[src/rtl/vi_intc.sv]
// ============================================================================
// Module      : vi_intc
// Description : Eight-level vectored interrupt controller for the 8080 core.
//               Synchronises device requests, prioritises them against the
//               mask and in-service state, drives intr, and supplies an RST n
//               opcode during INTA. Mask/pending/in-service/EOI are exposed
//               as I/O registers.
//               Optional feature macro: VI_EDGE_TRIG_EN (edge-latched
//               pending bits); when undefined, pending follows irq levels.
// Revision    : 1.0 - initial release
// ============================================================================
`default_nettype none

module vi_intc #(
    parameter int LEVELS = 8
) (
    input  logic              clk,
    input  logic              reset_n,
    input  logic [LEVELS-1:0] irq,
    input  logic              sync,
    input  logic [7:0]        odata,
    input  logic              rd,
    input  logic              wr_n,
    input  logic              io_sel,
    input  logic [1:0]        addr,
    output logic [7:0]        data_out,
    output logic              vec_oe,
    output logic              intr
);

    // Register select encodings
    localparam logic [1:0] C_ADDR_MASK = 2'd0;
    localparam logic [1:0] C_ADDR_PEND = 2'd1;
    localparam logic [1:0] C_ADDR_ISR  = 2'd2;

    logic [LEVELS-1:0] irq_m_q, irq_m_d;
    logic [LEVELS-1:0] irq_s_q, irq_s_d;
    logic [LEVELS-1:0] mask_q, mask_d;
    logic [LEVELS-1:0] isr_q, isr_d;
    logic              inta_cyc_q, inta_cyc_d;
    logic              vec_valid_q, vec_valid_d;
    logic [2:0]        vec_lvl_q, vec_lvl_d;
    logic              rd_q, rd_d;
    logic              wr_n_q, wr_n_d;
    logic              intr_q, intr_d;
`ifdef VI_EDGE_TRIG_EN
    logic [LEVELS-1:0] irq_p_q, irq_p_d;
    logic [LEVELS-1:0] pend_q, pend_d;
`endif

    logic [LEVELS-1:0] pend;
    logic [LEVELS-1:0] elig;
    logic [2:0]        best;
    logic [3:0]        top_isr;
    logic              req;
    logic              inta_start;
    logic              ack;
    logic              wr_pulse;
    logic              eoi;
    logic [LEVELS-1:0] eoi_clr;
    logic [LEVELS-1:0] ack_set;

`ifdef VI_EDGE_TRIG_EN
    assign pend = pend_q;
`else
    assign pend = irq_s_q;
`endif

    assign elig = pend & mask_q;

    // Lowest-index eligible request and lowest-index in-service level (8 = none)
    always_comb begin
        best    = 3'd0;
        top_isr = 4'(LEVELS);
        for (int i = LEVELS - 1; i >= 0; i--) begin
            if (elig[i]) begin
                best = 3'(i);
            end
            if (isr_q[i]) begin
                top_isr = 4'(i);
            end
        end
    end

    // Strict nesting: only a strictly higher priority than anything in service
    assign req = (|elig) && ({1'b0, best} < top_isr);

    // Cycle events: INTA status at SYNC, DBIN falling edge, one-shot I/O write
    assign inta_start = sync & odata[0];
    assign ack        = inta_cyc_q & rd_q & ~rd;
    assign wr_pulse   = io_sel & ~wr_n & wr_n_q;
    assign eoi        = wr_pulse && (addr == C_ADDR_PEND);
    assign eoi_clr    = (eoi && (|isr_q)) ? (LEVELS'(1) << top_isr[2:0]) : '0;
    assign ack_set    = (ack && vec_valid_q) ? (LEVELS'(1) << vec_lvl_q) : '0;

    // Next-state computation for every register in the block
    always_comb begin
        irq_m_d = irq;
        irq_s_d = irq_m_q;
        rd_d    = rd;
        wr_n_d  = wr_n;
        mask_d  = mask_q;
        if (wr_pulse && (addr == C_ADDR_MASK)) begin
            mask_d = odata;
        end
        // EOI uses the pre-update top level; an ack in the same cycle adds its bit
        isr_d = (isr_q & ~eoi_clr) | ack_set;
        // A repeated SYNC re-latches the vector and keeps the cycle open
        inta_cyc_d  = inta_cyc_q;
        vec_lvl_d   = vec_lvl_q;
        vec_valid_d = vec_valid_q;
        if (inta_start) begin
            inta_cyc_d  = 1'b1;
            vec_lvl_d   = best;
            vec_valid_d = req;
        end else if (ack) begin
            inta_cyc_d = 1'b0;
        end
        intr_d = req & ~inta_cyc_q;
`ifdef VI_EDGE_TRIG_EN
        irq_p_d = irq_s_q;
        // A fresh edge on the level being acknowledged takes precedence
        pend_d  = (pend_q & ~ack_set) | (irq_s_q & ~irq_p_q);
`endif
    end

    // State registers with asynchronous reset
    always_ff @(posedge clk or negedge reset_n) begin
        if (!reset_n) begin
            irq_m_q     <= '0;
            irq_s_q     <= '0;
            mask_q      <= '0;
            isr_q       <= '0;
            inta_cyc_q  <= 1'b0;
            vec_valid_q <= 1'b0;
            vec_lvl_q   <= 3'd0;
            rd_q        <= 1'b0;
            wr_n_q      <= 1'b1;
            intr_q      <= 1'b0;
`ifdef VI_EDGE_TRIG_EN
            irq_p_q     <= '0;
            pend_q      <= '0;
`endif
        end else begin
            irq_m_q     <= irq_m_d;
            irq_s_q     <= irq_s_d;
            mask_q      <= mask_d;
            isr_q       <= isr_d;
            inta_cyc_q  <= inta_cyc_d;
            vec_valid_q <= vec_valid_d;
            vec_lvl_q   <= vec_lvl_d;
            rd_q        <= rd_d;
            wr_n_q      <= wr_n_d;
            intr_q      <= intr_d;
`ifdef VI_EDGE_TRIG_EN
            irq_p_q     <= irq_p_d;
            pend_q      <= pend_d;
`endif
        end
    end

    // Read mux: the INTA vector overrides register reads
    always_comb begin
        data_out = 8'h00;
        if (inta_cyc_q) begin
            data_out = vec_valid_q ? {2'b11, vec_lvl_q, 3'b111} : 8'hFF;
        end else if (io_sel) begin
            case (addr)
                C_ADDR_MASK: data_out = mask_q;
                C_ADDR_PEND: data_out = pend;
                C_ADDR_ISR:  data_out = isr_q;
                default:     data_out = 8'h00;
            endcase
        end
    end

    assign vec_oe = inta_cyc_q;
    assign intr   = intr_q;

endmodule

`default_nettype wire

[config.mk]
export PLATFORM = sky130hd
export DESIGN_NAME = vi_intc
export DESIGN_NICKNAME = d
export VERILOG_FILES = /design/src/rtl/vi_intc.sv
export SDC_FILE = /design/constraint.sdc
export NUM_CORES = 1
export LEC_CHECK = 0
export BUFFER_PORTS_ARGS = -buffer_cell sky130_fd_sc_hd__buf_2
export CORE_UTILIZATION = 52
export CTS_BUF_LIST = sky130_fd_sc_hd__clkbuf_8
export DETAILED_ROUTE_END_ITERATION = 12
export GPL_TIMING_DRIVEN = 0
export PLACE_DENSITY = 0.76
export RECOVER_POWER = 25
export SETUP_SLACK_MARGIN = 0.2
export SYNTH_ARGS = -nofsm -noshare
export SYNTH_HDL_FRONTEND = slang
export SYNTH_SLANG_ARGS = --single-unit
[constraint.sdc]
create_clock -name clk -period 2.5 [get_ports clk]
set_clock_uncertainty 0.05 [all_clocks]
set_input_delay 0.25 -clock clk [delete_from_list [all_inputs] [get_ports clk]]
set_output_delay 0.25 -clock clk [all_outputs]
set_load 0.005 [all_outputs]
Word-level counts from Yosys, hierarchy flattened:

Cells that the tools add are included.

* bits in registers: 40
* output and inout port bits: 10
* word-level logic and storage cells: 61
* bits of input ports: 24

* mux-type cells: 24
* order comparisons: 1
* reduce and logical (&&, ||, !) cells: 9
* eq/ne operators: 2
* bitwise logic cells: 13
* shifts and indexed selects: 2

Operators with widths (number)
* 2-to-1 mux 4 bit: 8
* 2-to-1 mux 8 bit: 4
* 2-to-1 mux 3 bit: 8
* one-hot mux 8 bit (3 select lines): 1
* AND 8 bit: 2
* OR reduction 8 bit: 2
* << shifter 1 x 3 -> 8 bit, first input constant: 2
* NOT 8 bit: 1
* bitwise OR 8 bit: 1
* AND 1 bit: 6
* 2-to-1 mux 6 bit: 1
* logical AND 1 bit: 5
* < comparator 3 x 4 -> 1 bit: 1
* NOT 1 bit: 3
* equality test 2 x 1 -> 1 bit, second input constant: 1
* equality test 2 bit, second input constant: 1
* zero test 2 bit: 1
* 2-to-1 mux 1 bit: 2
* nonzero test 2 bit: 1

Depth between registers and ports, before layout:

Gate-level depths: netlist of the first run.

* depth after elaboration: 13
* mapped depth: 8
* mapped depth without buffers: 8

Least setup slack after synthesis of the first run:

No wires, ideal clock.

* kind: reg2reg
* start point: register isr_q[2]
* end point: register vec_valid_q
* data arrival time: 1593 ps
* buffers on the path: 1
* path slack: 729 ps
* stages on the path, launching flop included: 9
* data required time: 2322 ps
* setup time: 128 ps
* period minus slack after synthesis: 1771 ps
* path through: dfrtp_1 > buf_4 > nor4_1 > and2b_1 > inv_1 > ha_1 > o211ai_1 > a31oi_1 > o31ai_1

* word-level cells in the longest chain between the ends: 5

Ends and longest elaborated chain
* start: declaration: line 39 `logic [LEVELS-1:0] isr_q, isr_d;`
* start signal: assignment: line 148 `isr_q <= isr_d;`
* 2-to-1 mux 4 bit (3 in a row): line 79 `if (isr_q[i]) begin`
* < comparator 3 x 4 -> 1 bit: line 86 `assign req = (|elig) && ({1'b0, best} < top_isr);`
* logical AND 1 bit: line 86
* end signal: assignment: line 150 `vec_valid_q <= vec_valid_d;`
* end: declaration: line 41 `logic vec_valid_q, vec_valid_d;`

Every way passes these cells.
A chain may end at the register's enable or synchronous reset.

Worst setup path in the final report of the first run:

Same ends and word-level chain as after synthesis.

==> results of run 1 <==
==> flip-flops by register name, summed over array words and instances (netlist names) <==
name         count
vec_oe           1
vec_lvl_q        3
intr             1
wr_n_q           1
isr_q            8
rd_q             1
irq_s_q          8
irq_m_q          8
vec_valid_q      1
mask_q           8
==> synth_stat cells (all sizes together), types with 3 or more instances <==
library cell and instances:
a21oi 7, nor2b 3, nand2 27, inv 8, nor2 9, nand4b 3
and2 3, a21o 5, mux2 9, mux2i 8, o31ai 5, nand3 4
o21ai 24, buf 5, dfrtp 39
==> stage by stage <==
step,setup WS (ps),cells,util,area (sq um)
floorplan,728.7,184,-,1914
global placement,588.7,260,0.6165,2122
detailed placement,557.5,260,0.6165,2122
CTS,523.9,272,0.6594,2270
global route,263.6,276,0.6699,2306
finish,516.2,276,0.6699,2306
==> power groups by stage <==
| stage | Combinational [mW] | Clock, mW | Sequential, mW |
|---|---|---|---|
| floorplan | 0.430 | 0 | 0.860 |
| finish | 0.597 | 0.515 | 0.896 |
| CTS | 0.592 | 0.526 | 0.892 |
| global route | 0.677 | 0.556 | 0.916 |
| detailed placement | 0.582 | 0 | 0.905 |
| global placement | 0.554 | 0 | 0.897 |
==> timing repair <==
item | 4_1_cts | 5_1_grt
buffers inserted | 0 | 0
hold buffers | 4 | 4
endpoints found under the hold margin | 4 | 4
==> worst max-delay path: stages (launching register included) <==
cell      delay, ps
dfrtp_1         360
buf_4           160
nor4_1          330
and2b_1         230
inv_1            60
ha_1            270
o211ai_1         80
a31oi_1         210
o31ai_1         110
==> path summary, 6_finish.rpt <==
check | endpoint | slack, ps | cells after the start
max in group asynchronous | isr_q[7] | 760 | 1
setup reg to reg | vec_valid_q | 520 | 8
hold / removal | wr_n_q | -6 | 1
setup / recovery | vec_valid_q | 520 | 8
hold reg to reg | irq_s_q[1] | 300 | 0
min in group asynchronous | irq_s_q[7] | 470 | 1
==> layer usage <==
layer | track usage | part of all wire | vias to the layer above
met5 | 0 | 0 | -
met4 | 0.1017 | 0.025 | 0
met3 | 0.07664 | 0.073 | 13
met2 | 0.3859 | 0.48 | 72
met1 | 0.2893 | 0.42 | 744
li1 | - | - | 744
==> placed cells by master, fill, tap and decap left out, drive strengths merged <==
cell type	netlist	final
a21o	5	5
a21oi	7	7
a22oi	1	1
a31oi	1	1
a41oi	1	1
and2	3	3
and2b	1	1
and3	1	1
and4b	1	1
buf	5	32
bufinv	0	1
clkbuf	1	9
clkinv	0	1
dfrtp	39	39
dfstp	1	1
dlygate4sd3	0	8
ha	2	2
inv	8	9
mux2	9	9
mux2i	8	8
nand2	27	27
nand2b	2	2
nand3	4	4
nand3b	2	2
nand4	1	1
nand4b	3	3
nor2	9	9
nor2b	3	3
nor3	2	2
nor4	2	2
o211ai	2	2
o21ai	24	24
o21bai	1	1
o22ai	1	1
o31ai	5	5
o32ai	1	1
or4b	1	1
==> area by class of cell <==
cell class,instances,area [sq um],share of cell area
inverters,8,30.03,0.01302
clock inverters,3,38.79,0.01682
repair buffers,38,226.5,0.09821
multi-input cells,130,828.3,0.3592
clock buffers,5,68.82,0.02984
flip-flops and latches,40,1002,0.4346
plain buffers,6,53.80,0.02333
well taps,46,57.56,0.02496
==> cell families after synthesis <==
family,after synthesis
compound gates,49
buf+inv,14
fa+ha+maj,2
flops,40
simple gates,62
mux,17
==> impl_metrics.py, run 1 <==
metrics = {
    "status": {
        "status": "complete, but fails checks",
        "failed_checks": "negative hold slack, max-capacitance violations, max-slew violations",
    },
    "critical_path": {
        "crit_arrival_ps": 2120,
        "required_ps": 2630,
        "critPathKind": "reg2reg",
        "critPathMaxFanout": 9,
        "cp-start-kind": "flip-flop",
        "cp-startpoint": "isr_q[2]",
        "cp-end-kind": "flip-flop",
        "reg2reg_from": "isr_q[2]",
    },
    "global_routing": {
        "grt_pass1_wl_um": 7038,
        "grt_pass1_vias": 1551,
        "track_usage": 0.2375,
        "grt_max_degree": 41,
        "antenna_found_initial": 0,
        "grt.overflow.total": 0,
    },
    "synth": {
        "synth_top_family_by_area": "simple AND/OR/NAND/NOR gates",
        "seq_area_frac_synth": 0.5235,
        "yosys_warnings": 0,
        "synthCells": 184,
        "yosys.area.top_type_share": 0.5098,
        "synth-edff-count": 0,
        "synthMuxAreaShare": 0.09477,
        "ys_async_sr_fraction": 1.000,
        "syn_area_per_cell_sq_um": 10.40,
        "synth-simple-area-share": 0.1706,
        "synth_compound_area_frac": 0.1542,
        "synthTopCellsByArea": "dfrtp_1, o21ai_0, mux2_2",
        "synth-xor-area-share": 0,
        "synth_ff_type": "dfrtp_1",
        "synthesis.nets": 210,
        "synth.distinct_cells": 40,
        "yosysTopAreaCell": "dfrtp_1",
        "ys_seq_elements": 40,
        "synth_fa_ha_area_frac": 0.01307,
        "syn_area_sq_mm": 0.001914,
    },
    "drt": {
        "route.detailed.drc": 0,
        "avgRoutedWirePerCell_um": 14.93,
        "firstDrtPassIters": 4,
        "drt-initial-drc-count": 104,
        "avgViaCountPerCell": 5.699,
        "vias": 1573,
        "routed_wl_um": 4122,
        "ant_nets": 0,
    },
    "sta": {
        "rsz0062_at_grt": "no",
        "worst_slew_pin_slew_ps": 2038,
        "relSlewSlack": -0.3587,
        "whs_ps": -6.042,
        "drv_slew": 41,
        "max_clock_freq_ghz": 0.5041,
        "fin_crit_sh": 0.7935,
        "post-route-min-period_ps": 1984,
        "final-hold-violation-count": 1,
        "finalSetupViolations": 0,
        "tns_ps": 0,
    },
    "power": {
        "combPwrFrac": 0.297,
        "pwr-share-clk": 0.256,
        "switchingPower_mw": 0.6834,
        "internal-power_mw": 1.325,
        "peakVddDrop_mv": 0.4628,
        "power.total_mw": 2.008,
        "p_sw_frac": 0.3403,
        "leakagePower_nw": 1.081,
        "power_density_mw_per_mm2": 870.9,
        "seqPwrFrac": 0.446,
    },
    "die": {
        "row_count": 21,
        "fp.coreArea_sq_mm": 0.003442,
        "die_w_um": 62.68,
        "initial_core_util": 0.5562,
        "die_area_sq_mm": 0.003928,
        "die_y_um": 62.68,
        "pin_count": 34,
    },
    "clock_network": {
        "htreeDepth": 2,
        "numCtsBuffers": 5,
        "worstSkewPairLatency_ps": 300,
        "cts_tree": "yes",
        "root_buffer": "clkbuf_8",
        "clkTransAtPathRegs_ps": 70,
        "cts_num_sinks": 40,
        "cts_resized": 0,
        "clockBufferDepth": 2,
    },
    "final_layout": {
        "diodes": 0,
        "fillers": 292,
        "nets": 255,
        "areaGrowthSynthToFinish_pct": 20.46,
        "drive_gt1_frac": 0.2348,
    },
    "run": {
        "maxCapViolations": 1,
    },
    "placement": {
        "io_buffer_count": 30,
        "place_congestion": 0.8705,
        "hpwl_um": 3011,
    },
    "min_path": {
        "min_from": "wr_n",
        "hold_path_class": "in2reg",
    },
}
Power figures use the tool's default switching activity.
==> inputs of run 2 (changes only) <==
Settings changed: PLACE_DENSITY 0.76 to 0.79.
Clock period 2.5 ns to 1.6 ns, I/O delays scaled along.
==> impl_metrics.py, run 2 (synthesis gave the netlist of run 1 again) <==
metrics = {
    "sta": {
        "worst_slack_ps": -219.8,
        "post-route-min-period_ps": 1820,
        "tns_ps": -814.6,
        "rsz0062_at_grt": "yes",
        "relSlewSlack": 0.4351,
        "drv_slew": 0,
        "max_clock_freq_ghz": 0.5495,
        "finalSetupViolations": 5,
        "worst_slew_pin_slew_ps": 847.3,
        "fin_crit_sh": 1.137,
        "final-hold-violation-count": 0,
    },
    "placement": {
        "dp_slack_ps": -214.8,
        "hpwl_um": 2973,
        "io_buffer_count": 30,
        "place_congestion": 0.8846,
    },
    "critical_path": {
        "critPathKind": "reg2reg",
        "crit_arrival_ps": 1940,
        "critPathMaxFanout": 4,
        "cp-start-kind": "flip-flop",
        "required_ps": 1720,
        "cp-end-kind": "flip-flop",
    },
    "final_layout": {
        "drive_gt1_frac": 0.3665,
        "seqCellArea_sq_mm": 0.001011,
        "fillers": 255,
        "areaGrowthSynthToFinish_pct": 34.90,
        "final_common_cell": "dfrtp_1",
        "diodes": 0,
        "fin_util": 0.7503,
        "nets": 276,
        "mostFrequentLayoutCells": "dfrtp_1, buf_2, nand2_1",
        "multi_input_area_sq_um": 897.1,
    },
    "die": {
        "initial_core_util": 0.5562,
        "die_area_sq_mm": 0.003928,
        "fp.coreArea_sq_mm": 0.003442,
        "row_count": 21,
        "pin_count": 34,
        "die_w_um": 62.68,
        "die_y_um": 62.68,
    },
    "clock_network": {
        "cts_tree": "yes",
        "numCtsBuffers": 5,
        "clockBufferDepth": 2,
        "cts_num_sinks": 40,
        "root_buffer": "clkbuf_8",
        "worstSkewPairLatency_ps": 290,
        "htreeDepth": 2,
        "clkTransAtPathRegs_ps": 80,
    },
    "global_routing": {
        "track_usage": 0.2601,
        "grt_pass1_vias": 1636,
        "grt_max_degree": 41,
        "antenna_found_initial": 0,
        "grt_pass1_wl_um": 7672,
        "grt.overflow.total": 0,
    },
    "status": {
        "status": "complete, but fails checks",
        "failed_checks": "negative setup slack",
    },
    "drt": {
        "drt-initial-drc-count": 112,
        "route.detailed.drc": 0,
        "ant_nets": 0,
        "firstDrtPassIters": 4,
        "routed_wl_um": 4617,
        "vias": 1649,
        "avgViaCountPerCell": 5.552,
        "avgRoutedWirePerCell_um": 15.55,
    },
    "power": {
        "peakVddDrop_mv": 0.8424,
        "power_density_mw_per_mm2": 1435,
        "leakagePower_nw": 1.202,
    },
    "run": {
        "maxCapViolations": 0,
    },
    "min_path": {
        "hold_path_class": "in2reg",
    },
}
==> run 2: layout make-up <==
type | instances | share of cell area
plain buffers | 6 | 0.02374
clock buffers | 6 | 0.03198
clock inverters | 2 | 0.01502
inverters | 8 | 0.01163
multi-input cells | 130 | 0.3474
flip-flops and latches | 40 | 0.3915
well taps | 46 | 0.02229
repair buffers | 59 | 0.1565
==> run 2: worst paths after layout <==
kind,cells past startpoint,from,slack (ps),endpoint
setup / recovery,7,isr_q[3],-220,intr
hold / removal,2,odata[4],40,mask_q[4]
setup reg to reg,7,isr_q[3],-220,intr
hold reg to reg,0,irq_m_q[1],300,irq_s_q[1]
max in group asynchronous,2,reset_n,470,isr_q[4]
min in group asynchronous,2,reset_n,460,isr_q[5]
==> run 2: power breakdown <==
part	internal, mW	total, mW	leakage [nW]	switching [mW]
logic	0.733	1.39	0.665	0.658
clock network	0.510	0.864	0.0614	0.354
registers	1.20	1.45	0.476	0.249
total	2.44	3.70	1.20	1.26
==> run 2: critical path, stage by stage (launching register included) <==
cell and delay, ps:
dfrtp_2 470, nor4_4 310, and2b_1 180, inv_1 50
ha_1 260, o211ai_1 90, a31oi_1 200, nor3_1 80
==> run 2: stage by stage <==
stage | power (mW) | instances | hold WS (ps) | cell area (sq um)
floorplan | 2.053 | 184 | -185.6 | 1941
global placement | 2.318 | 260 | 217.8 | 2148
detailed placement | 2.348 | 260 | 219.4 | 2148
CTS | 3.486 | 290 | 32.14 | 2504
global route | 3.922 | 297 | 22.45 | 2582
finish | 3.705 | 297 | 39.43 | 2582
==> run 2: routing by layer <==
layer	share of wire	vias up	GRT usage
met1	0.44	791	0.3172
li1	-	785	-
met4	0.020	0	0.08430
met2	0.50	59	0.4429
met3	0.043	14	0.07299
met5	0	-	0
==> run 2: repair_timing <==
| action | in CTS | in global routing |
|---|---|---|
| endpoints found under the setup margin | 22 | 16 |
| endpoints found under the hold margin | 49 | 0 |
| hold buffers | 11 | 0 |
| setup buffers | 11 | 7 |
| pin swaps | 5 | 7 |
| resized for setup | 23 | 12 |
==> inputs of run 3 (changes only) <==
--- a/config.mk
+++ b/config.mk
@@ -7,4 +7,5 @@
 export LEC_CHECK = 0
 export BUFFER_PORTS_ARGS = -buffer_cell sky130_fd_sc_hd__buf_2
+export CORE_MARGIN = 4
 export CORE_UTILIZATION = 52
 export CTS_BUF_LIST = sky130_fd_sc_hd__clkbuf_8
==> constraint.sdc (replaced) <==
create_clock -name clk -period 1.6 [get_ports clk]
set_clock_uncertainty 0.05 [all_clocks]
set_input_delay 0.32 -clock clk [delete_from_list [all_inputs] [get_ports clk]]
set_output_delay 0.32 -clock clk [all_outputs]
set_load 0.005 [all_outputs]
==> impl_metrics.py, run 3 (synthesis gave the netlist of run 1 again) <==
metrics = {
    "die": {
        "pin_count": 34,
        "fp.coreArea_sq_mm": 0.003442,
        "die_y_um": 68.68,
        "die_area_sq_mm": 0.004716,
        "initial_core_util": 0.5562,
        "row_count": 21,
        "die_w_um": 68.68,
    },
    "sta": {
        "worst_slack_ps": -229.5,
        "worst_slew_pin_slew_ps": 942.6,
        "max_clock_freq_ghz": 0.5466,
        "fin_crit_sh": 1.143,
        "finalSetupViolations": 13,
        "drv_slew": 0,
        "post-route-min-period_ps": 1830,
        "whs_ps": 76.16,
        "final-hold-violation-count": 0,
        "relSlewSlack": 0.3716,
        "rsz0062_at_grt": "yes",
    },
    "min_path": {
        "hold_end": "wr_n_q",
        "hold_depth": 1,
        "min_from": "wr_n",
        "hold_path_class": "in2reg",
    },
    "placement": {
        "hpwl_um": 3135,
        "io_buffer_count": 30,
        "placed_cell_area_sq_mm": 0.002153,
        "place_congestion": 0.9102,
    },
    "final_layout": {
        "areaGrowthSynthToFinish_pct": 30.00,
        "nets": 266,
        "mostFrequentLayoutCells": "dfrtp_1, buf_2, nand2_1",
        "drive_gt1_frac": 0.3792,
        "final_area_sq_mm": 0.002489,
        "final_common_cell": "dfrtp_1",
        "diodes": 0,
    },
    "clock_network": {
        "root_buffer": "clkbuf_8",
        "ctsHoldBuffers": 0,
        "numCtsBuffers": 5,
        "clockBufferDepth": 2,
        "worstSkewPairLatency_ps": 290,
        "htreeDepth": 2,
        "cts_num_sinks": 40,
        "cts_tree": "yes",
        "clkTransAtPathRegs_ps": 70,
    },
    "drt": {
        "firstDrtPassIters": 4,
        "vias": 1637,
        "avgViaCountPerCell": 5.724,
        "ant_nets": 0,
        "routed_wl_um": 4646,
        "drt-initial-drc-count": 135,
        "avgRoutedWirePerCell_um": 16.24,
        "route.detailed.drc": 0,
    },
    "critical_path": {
        "reg2reg_from": "isr_q[3]",
        "reg2regPathDepth": 7,
        "cp-start-kind": "flip-flop",
        "reg2reg_setup_slack_ps": -230,
        "r2r-end": "vec_valid_q",
        "critPathMaxFanout": 5,
        "required_ps": 1720,
        "critPathKind": "reg2reg",
        "cp-end-kind": "flip-flop",
        "crit_arrival_ps": 1940,
    },
    "global_routing": {
        "track_usage": 0.2127,
        "grt.overflow.total": 0,
        "grt_pass1_vias": 1515,
        "grt_pass1_wl_um": 7148,
        "antenna_found_initial": 0,
        "grt_max_degree": 41,
    },
    "power": {
        "peakVddDrop_mv": 0.8063,
        "power_density_mw_per_mm2": 1519,
        "leakagePower_nw": 1.161,
        "power.total_mw": 3.779,
    },
    "status": {
        "status": "complete, but fails checks",
        "failed_checks": "negative setup slack",
    },
    "run": {
        "maxCapViolations": 0,
    },
}
-- run 3: changes by cell type in the layout (fill, tap and decap cells not counted), sizes merged --
cell / before / now
buf: 51 / 52
clkbuf: 9 / 8
clkinv: 1 / 0
bufinv: 1 / 2
dlygate4sd3: 11 / 0
-- run 3: worst max-delay path by stage --
stage	start	endpoint	cells after the start
after floorplan	isr_q[3]	vec_valid_q	7
after global placement	isr_q[0]	vec_valid_q	7
after detailed placement	isr_q[3]	vec_valid_q	7
after CTS	isr_q[2]	vec_valid_q	8
after global routing	isr_q[3]	vec_valid_q	7
final	isr_q[3]	vec_valid_q	7
-- run 3: worst max-delay path: stages (launching register included) --
cell	delay, ps
dfrtp_2	460
nor4_4	300
and2b_1	190
inv_2	60
ha_4	250
o211ai_1	70
a31oi_1	210
o31ai_1	100
-- run 3: area by class of cell --
class,count,area (sq um)
Sequential cell,40,1011
Inverter,8,30.03
Timing Repair Buffer,49,297.8
Buffer,6,63.81
Multi-Input combinational cell,130,899.6
Fill cell,252,953.4
Tap cell,46,57.56
Clock inverter,2,60.06
Clock buffer,5,68.82
-- run 3: report_power, final --
| part | leakage, nW | total [mW] | internal (mW) | switching, mW |
|---|---|---|---|---|
| sequential | 0.476 | 1.44 | 1.20 | 0.237 |
| combinational | 0.621 | 1.39 | 0.718 | 0.675 |
| clock | 0.0642 | 0.946 | 0.613 | 0.333 |
-- run 3: timing repair --
action                                  CTS  global route
pin swaps                                 9            16
resized for setup                        18            11
endpoints found under the setup margin   22            16
setup buffers                             6            13
-- run 3: layer usage --
metal,up-vias,track usage,part of all wire
li1,762,-,-
met1,795,0.2598,0.40
met2,66,0.3540,0.51
met3,14,0.05186,0.064
met4,0,0.09677,0.024
met5,-,0,0
-- run 3: through the flow --
step	std cells	utilization	TNS [ps]	worst slack (ps)
after global placement	260	0.6256	-418.7	-214.9
after CTS	273	0.6845	-1185	-262.3
final	286	0.7230	-1267	-229.5
after global routing	286	0.7230	-2245	-355.7
after detailed placement	260	0.6256	-497.4	-252.1
after floorplan	184	-	-100.1	-57.49
